File: src/rtl/rtermcal_ctrl_pkg.sv
// rtl/rtermcal_ctrl_pkg.sv - shared types, constants and helpers for the termination-calibration sequencer
package rtermcal_ctrl_pkg;

    localparam int CODE_W  = 4;
    localparam int THERM_W = 15;

    localparam logic [1:0] MODE_OFF  = 2'b00;
    localparam logic [1:0] MODE_SGIO = 2'b01;
    localparam logic [1:0] MODE_LVDS = 2'b10;

    typedef enum logic [3:0] {
        ST_IDLE,
        ST_SG_SET,
        ST_SG_WAIT,
        ST_SG_EVAL,
        ST_LV_SET,
        ST_LV_WAIT,
        ST_LV_EVAL,
        ST_LV_CHK,
        ST_DONE
    } state_e;

    // n lowest segments on; computed one bit wider so n=15 does not wrap
    function automatic logic [THERM_W-1:0] therm_from_count(input logic [CODE_W-1:0] n);
        logic [THERM_W:0] t;
        t = ((THERM_W+1)'(1) << n) - (THERM_W+1)'(1);
        return t[THERM_W-1:0];
    endfunction

endpackage

File: src/rtl/rtermcal_sync2.sv
// rtl/rtermcal_sync2.sv - two-flop synchronizer for the asynchronous comparator outputs
module rtermcal_sync2 #(
    parameter int WIDTH = 2
) (
    input  logic             clk_i,
    input  logic             rst_ni,
    input  logic [WIDTH-1:0] d_i,
    output logic [WIDTH-1:0] q_o
);

    logic [WIDTH-1:0] meta_q;
    logic [WIDTH-1:0] sync_q;

    always_ff @(posedge clk_i or negedge rst_ni) begin
        if (!rst_ni) begin
            meta_q <= '0;
            sync_q <= '0;
        end else begin
            meta_q <= d_i;
            sync_q <= meta_q;
        end
    end

    assign q_o = sync_q;

endmodule

File: src/rtl/rtermcal_ctrl.sv
// rtl/rtermcal_ctrl.sv - SGIO thermometer sweep then LVDS SAR calibration sequencer
module rtermcal_ctrl
    import rtermcal_ctrl_pkg::*;
#(
    parameter int SETTLE_CYC = 16
) (
    input  logic               clk_i,
    input  logic               rst_ni,
    input  logic               start_i,
    input  logic               en_sgio_i,
    input  logic               en_lvds_i,
    input  logic               abort_i,
    input  logic [1:0]         cal_result_i,
    output logic [1:0]         cal_mode_o,
    output logic [THERM_W-1:0] cal_iosg_o,
    output logic [CODE_W-1:0]  cal_lvds_o,
    output logic [CODE_W-1:0]  sgio_code_o,
    output logic [CODE_W-1:0]  lvds_code_o,
    output logic               busy_o,
    output logic               done_o,
    output logic [1:0]         err_o
);

    state_e             state_q, state_d;
    logic [7:0]         cnt_q, cnt_d;
    logic [CODE_W-1:0]  sg_n_q, sg_n_d;
    logic [CODE_W-1:0]  sar_q, sar_d;
    logic [1:0]         bit_q, bit_d;
    logic               chk_q, chk_d;
    logic               en_sg_q, en_sg_d;
    logic               en_lv_q, en_lv_d;
    logic [1:0]         mode_q, mode_d;
    logic [THERM_W-1:0] iosg_q, iosg_d;
    logic [CODE_W-1:0]  lvds_q, lvds_d;
    logic [CODE_W-1:0]  sgio_code_q, sgio_code_d;
    logic [CODE_W-1:0]  lvds_code_q, lvds_code_d;
    logic [1:0]         err_q, err_d;
    logic [1:0]         res;
    logic [CODE_W-1:0]  sar_n;
    logic               go_sg, go_lv, sg_done;

    rtermcal_sync2 #(.WIDTH(2)) u_sync (
        .clk_i  (clk_i),
        .rst_ni (rst_ni),
        .d_i    (cal_result_i),
        .q_o    (res)
    );

    always_comb begin
        state_d     = state_q;
        cnt_d       = cnt_q;
        sg_n_d      = sg_n_q;
        sar_d       = sar_q;
        bit_d       = bit_q;
        chk_d       = chk_q;
        en_sg_d     = en_sg_q;
        en_lv_d     = en_lv_q;
        mode_d      = mode_q;
        iosg_d      = iosg_q;
        lvds_d      = lvds_q;
        sgio_code_d = sgio_code_q;
        lvds_code_d = lvds_code_q;
        err_d       = err_q;
        sar_n       = sar_q;
        go_sg       = 1'b0;
        go_lv       = 1'b0;
        sg_done     = 1'b0;

        case (state_q)
            ST_IDLE: begin
                if (start_i) begin
                    err_d   = 2'b00;
                    en_sg_d = en_sgio_i;
                    en_lv_d = en_lvds_i;
                    if (en_sgio_i) begin
                        sg_n_d = '0;
                        go_sg  = 1'b1;
                    end else if (en_lvds_i) begin
                        go_lv = 1'b1;
                    end else begin
                        state_d = ST_DONE;
                    end
                end
            end
            ST_SG_SET, ST_LV_SET: begin
                cnt_d   = '0;
                state_d = (state_q == ST_SG_SET) ? ST_SG_WAIT : ST_LV_WAIT;
            end
            ST_SG_WAIT, ST_LV_WAIT: begin
                if (cnt_q == 8'(SETTLE_CYC - 1)) begin
                    if (state_q == ST_SG_WAIT) state_d = ST_SG_EVAL;
                    else                       state_d = chk_q ? ST_LV_CHK : ST_LV_EVAL;
                end else begin
                    cnt_d = cnt_q + 8'd1;
                end
            end
            ST_SG_EVAL: begin
                if (res[0]) begin
                    sgio_code_d = sg_n_q;
                    sg_done     = 1'b1;
                end else if (sg_n_q == 4'd15) begin
                    sgio_code_d = 4'd15;
                    err_d[0]    = 1'b1;
                    sg_done     = 1'b1;
                end else begin
                    sg_n_d = sg_n_q + 4'd1;
                    go_sg  = 1'b1;
                end
            end
            ST_LV_EVAL: begin
                // comparator high means the trial overshot: drop the bit
                sar_n   = res[1] ? sar_q : (sar_q | (4'b0001 << bit_q));
                sar_d   = sar_n;
                state_d = ST_LV_SET;
                if (bit_q == 2'd0) begin
                    chk_d  = 1'b1;
                    lvds_d = sar_n;
                end else begin
                    bit_d  = bit_q - 2'd1;
                    lvds_d = sar_n | (4'b0001 << (bit_q - 2'd1));
                end
            end
            ST_LV_CHK: begin
                if (res[1]) begin
                    lvds_code_d = 4'd0;
                end else if (sar_q == 4'd15) begin
                    lvds_code_d = 4'd15;
                    err_d[1]    = 1'b1;
                end else begin
                    lvds_code_d = sar_q + 4'd1;
                end
                state_d = ST_DONE;
            end
            ST_DONE: state_d = ST_IDLE;
            default: state_d = ST_IDLE;
        endcase

        if (sg_done) begin
            if (en_lv_q) go_lv = 1'b1;
            else         state_d = ST_DONE;
        end
        if (go_sg) begin
            state_d = ST_SG_SET;
            mode_d  = MODE_SGIO;
            iosg_d  = therm_from_count(sg_n_d);
        end
        if (go_lv) begin
            state_d = ST_LV_SET;
            mode_d  = MODE_LVDS;
            iosg_d  = '0;
            sar_d   = '0;
            bit_d   = 2'd3;
            chk_d   = 1'b0;
            lvds_d  = 4'b1000;
        end
        if (abort_i) begin
            state_d     = ST_IDLE;
            sgio_code_d = sgio_code_q;
            lvds_code_d = lvds_code_q;
            err_d       = err_q;
        end
        if (state_d == ST_IDLE) begin
            mode_d = MODE_OFF;
            iosg_d = '0;
            lvds_d = '0;
        end
    end

    always_ff @(posedge clk_i or negedge rst_ni) begin
        if (!rst_ni) begin
            state_q     <= ST_IDLE;
            cnt_q       <= '0;
            sg_n_q      <= '0;
            sar_q       <= '0;
            bit_q       <= '0;
            chk_q       <= 1'b0;
            en_sg_q     <= 1'b0;
            en_lv_q     <= 1'b0;
            mode_q      <= MODE_OFF;
            iosg_q      <= '0;
            lvds_q      <= '0;
            sgio_code_q <= '0;
            lvds_code_q <= '0;
            err_q       <= '0;
        end else begin
            state_q     <= state_d;
            cnt_q       <= cnt_d;
            sg_n_q      <= sg_n_d;
            sar_q       <= sar_d;
            bit_q       <= bit_d;
            chk_q       <= chk_d;
            en_sg_q     <= en_sg_d;
            en_lv_q     <= en_lv_d;
            mode_q      <= mode_d;
            iosg_q      <= iosg_d;
            lvds_q      <= lvds_d;
            sgio_code_q <= sgio_code_d;
            lvds_code_q <= lvds_code_d;
            err_q       <= err_d;
        end
    end

    assign cal_mode_o  = mode_q;
    assign cal_iosg_o  = iosg_q;
    assign cal_lvds_o  = lvds_q;
    assign sgio_code_o = sgio_code_q;
    assign lvds_code_o = lvds_code_q;
    assign err_o       = err_q;
    assign done_o      = (state_q == ST_DONE);
    assign busy_o      = (state_q != ST_IDLE) && (state_q != ST_DONE);

endmodule
File: config.mk
export PLATFORM = sky130hd
export DESIGN_NAME = rtermcal_ctrl
export DESIGN_NICKNAME = d
export VERILOG_FILES = /design/src/rtl/rtermcal_ctrl_pkg.sv /design/src/rtl/rtermcal_sync2.sv /design/src/rtl/rtermcal_ctrl.sv
export SDC_FILE = /design/constraint.sdc
export NUM_CORES = 1
export LEC_CHECK = 0
export BUFFER_PORTS_ARGS = -buffer_cell sky130_fd_sc_hd__buf_2
export CAP_MARGIN = 20
export CORE_AREA = 2 2 90 92
export CTS_CLUSTER_SIZE = 20
export DETAILED_ROUTE_END_ITERATION = 8
export DIE_AREA = 0 0 92 94
export GPL_TIMING_DRIVEN = 0
export SETUP_SLACK_MARGIN = 0.3
export SLEW_MARGIN = 0
export SYNTH_ARGS = -nofsm -noshare
export SYNTH_HDL_FRONTEND = slang
export SYNTH_SLANG_ARGS = --single-unit
File: constraint.sdc
create_clock -name clk_i -period 3.8 [get_ports clk_i]
set_input_delay 0.57 -clock clk_i [delete_from_list [all_inputs] [get_ports clk_i]]
set_output_delay 0.57 -clock clk_i [all_outputs]
set_load 0.03 [all_outputs]
==> flow_summary.json <==
{
  "die-area_um2": 8650,
  "globalRoute.busiestLayer": "met1",
  "synth_top_area_share_pct": 44.3,
  "grt_util_met1_pct": 28.2,
  "timing.fmax_ghz": 0.299,
  "startpoint_type": "flip-flop",
  "routedWlPerCell_um": 15.7,
  "place_congestion": 0.838,
  "cap_violations": 0,
  "setup_ws_ns": 0.454,
  "cts_sinks": 59,
  "met2_usage_pct": 28.1,
  "grt_pass1_wl_um": 13000,
  "crit_fanout": 10,
  "leakagePower_nw": 1.78,
  "synth-edff-count": 0,
  "yosys_warnings": 0,
  "drtPass1Iterations": 4,
  "slew_viol_final": 0,
  "diodes": 0,
  "netSwitchingFraction_pct": 29.0,
  "place_ws_ns": 0.333,
  "met3_usage_pct": 3.37,
  "crit_slowest_cell": "or4_4",
  "cp-end-kind": "flip-flop",
  "fin_nets": 397,
  "overflow": 0,
  "clkTransAtPathRegs_ns": 0.07,
  "crit_chain": "clkbuf_8 > or4_4 > o22ai_4 > o21ai_0 > buf_2 > nand2b_1 > ha_1 > clkbuf_2 > inv_1 > o211a_1 > nand2b_1 > a211oi_1 > a221o_1",
  "period_minus_slack_ns": 3.35,
  "port_buffers": 40,
  "combinationalPowerShare_pct": 18.5,
  "grt_usage_pct": 19.0,
  "die_y_um": 94,
  "async_flop_share_pct": 100,
  "cts_tree": "built",
  "synth.top_cells.by_count": "dfrtp_1 (59), nor2_1 (36), nand2_1 (24)",
  "ys_seq_area_share_pct": 44.3,
  "drive_gt1_share_pct": 25.2,
  "stdcell_count": 487,
  "root_buffer": "clkbuf_8",
  "grt_pass1_vias": 2617,
  "path_delay_family": "compound AO/OA/AOI/OAI gates",
  "dp_hpwl_um": 5480,
  "synthFlopType": "dfrtp_1",
  "worstMarginPinSlew_ns": 0.644,
  "seq_power_share_pct": 45.2,
  "postCtsResizedCells": 1,
  "vias": 2666,
  "synth_area_leader_cell": "dfrtp_1",
  "p_clk_share_pct": 36.3,
  "cts_setup_buffers": 0,
  "postCtsHoldBufs": 0,
  "syn-cell-area_um2": 3330,
  "vdd_ir_drop_max_v": 0.000252,
  "pin_count": 41,
  "cpMostUsedCell": "nand2b_1",
  "netSwitchingPower_uw": 444,
  "clockBufferDepth": 2,
  "worst_skew_pair.late_latency_ns": 0.33,
  "power_density_nw_per_um2": 393,
  "routed_wl_um": 7640,
  "start_util_pct": 43.8,
  "detail_route.vias_per_cell": 5.47,
  "worst-path-buf-inv": 4,
  "postSynthCellCount": 328,
  "synth.distinct_cells": 78,
  "rows": 32,
  "avgSynthCellArea_um2": 10.2,
  "rsz0062_at_grt": "yes",
  "synthTopCellsByArea": "dfrtp_1 (44%), nor2_1 (4.1%), ha_1 (3.4%)",
  "hold_class": "input pin to asynchronous set/reset pin",
  "syn_nets": 345,
  "core_region_area_um2": 7610,
  "drc": 0,
  "finalCritPeriodShare_pct": 88.1,
  "cpPeakStageDelay_ns": 0.55,
  "die_x_um": 92,
  "synth_seq_cells": 59,
  "dp.cells": 471,
  "r2r_slack_ns": 0.45,
  "hold_viol_final": 0,
  "syn2layout_area_growth_pct": 17.2,
  "setup_viol": 0,
  "cts_inserted_buffers": 9,
  "first_iter_violations": 201,
  "yosysMostFrequentCell": "dfrtp_1",
  "outcome": "complete, no violations",
  "required_ns": 4.07,
  "ant_nets": 0,
  "slew-limit-headroom_pct": 56.4,
  "path_class": "flip-flop to flip-flop",
  "fin_tns_setup_ns": 0,
  "arrival_ns": 3.61,
  "p_int_mw": 1.09,
  "grt_max_degree": 37,
  "cts_htree_levels": 3,
  "skew_ns": 0.00881,
  "antenna_found_initial": 0
}
## per-layer routing
layer	wire length [um]	vias to the layer above
li1	-	1333
met1	3880	1269
met2	3420	56
met3	267	8
met4	74	0
met5	0	-
## stage by stage
stage	power (mW)	hold WS (ns)	instance area (um2)	util, %
2_1_floorplan	0.904	0.274	3330	-
3_3_place_gp	0.980	0.333	3660	48.1
3_5_place_dp	0.986	0.336	3680	48.4
4_1_cts	1.55	0.237	3870	50.9
5_1_grt	1.62	0.250	3910	51.3
6_report	1.53	0.225	3910	51.3
## cell families after synthesis
kind of cell               after synthesis  synth area share, %
xor gates and xnor gates                 5                 1.32
adders and majority gates                9                 3.38
DFF                                     59                 44.3
buffers and inverters                   30                 5.33
and+or+nand+nor                        123                 21.3
AOI/OAI and AO/OA                       99                 23.4
muxes                                    3                0.939
## path summary, 6_finish.rpt
kind,start,end,depth (start not counted)
worst max-delay path,state_q[3]$_DFF_PN0_,cal_iosg_o[6]$_DFFE_PN0P_,13
worst min-delay path,rst_ni,bit_q[0]$_DFFE_PN0P_,1
worst max register to register,state_q[3]$_DFF_PN0_,cal_iosg_o[6]$_DFFE_PN0P_,13
worst min register to register,u_sync.meta_q[1]$_DFF_PN0_,u_sync.q_o[1]$_DFF_PN0_,0
max in group asynchronous,rst_ni,cal_iosg_o[14]$_DFFE_PN0P_,2
min in group clk_i,cal_result_i[1],u_sync.meta_q[1]$_DFF_PN0_,1
## layout by cell type, fill, tap and decap left out, types with 3 or more instances in the layout
cell       synthesis  final
o2bb2ai_1          6      6
buf_6              6      6
nand3_1           11     10
a211oi_1           6      6
nor2_1            36     36
a22o_2             3      3
nand2b_1           4      4
and2_1             4      4
clkbuf_8           1     11
a22o_1             4      4
dfrtp_1           59     59
buf_2              2     42
o31ai_1            4      4
clkbuf_1           5      9
o211ai_1           4      4
a31oi_1           10      9
a221oi_1           3      3
o21ai_0           11     11
a21oi_1           17     17
inv_1             10     10
nor3_1            10     10
nor4_1             3      3
a21o_1             3      3
nand2_1           24     24
xnor2_1            3      3
ha_1               9      9
## worst reg2reg max path: stages (launching register included)
cell and delay [ns]:
dfrtp_1 0.38, clkbuf_8 0.17, or4_4 0.55, o22ai_4 0.23
o21ai_0 0.15, buf_2 0.22, nand2b_1 0.19, ha_1 0.19
clkbuf_2 0.19, inv_1 0.22, o211a_1 0.23, nand2b_1 0.09
a211oi_1 0.30, a221o_1 0.16
## power groups by stage
stage	registers [mW]	logic, mW	clock network, mW
3_3_place_gp	0.703	0.277	0
5_1_grt	0.699	0.314	0.603
4_1_cts	0.693	0.284	0.571
2_1_floorplan	0.726	0.179	0
6_report	0.692	0.284	0.557
3_5_place_dp	0.704	0.281	0
## sequential cells by signal, indices dropped and copies added, names as in the netlist, 2 cells and up
name	flops
state_q	4
bit_q	2
cal_iosg_o	15
sgio_code_o	4
cnt_q	8
cal_lvds_o	4
u_sync.meta_q	2
cal_mode_o	2
u_sync.q_o	2
lvds_code_o	4
sg_n_q	4
err_o	2
sar_q	4
## final cells by class
type	instances	area (um2)
sequential	59	1480
clock buffer	14	153
timing repair buffer	41	220
multi-input combinational	239	1710
inverter	12	45.0
tap	102	128
clock inverter	2	35.0
buffer	18	134
fill	763	3700
No activity file was read; power rests on OpenSTA's default activity.
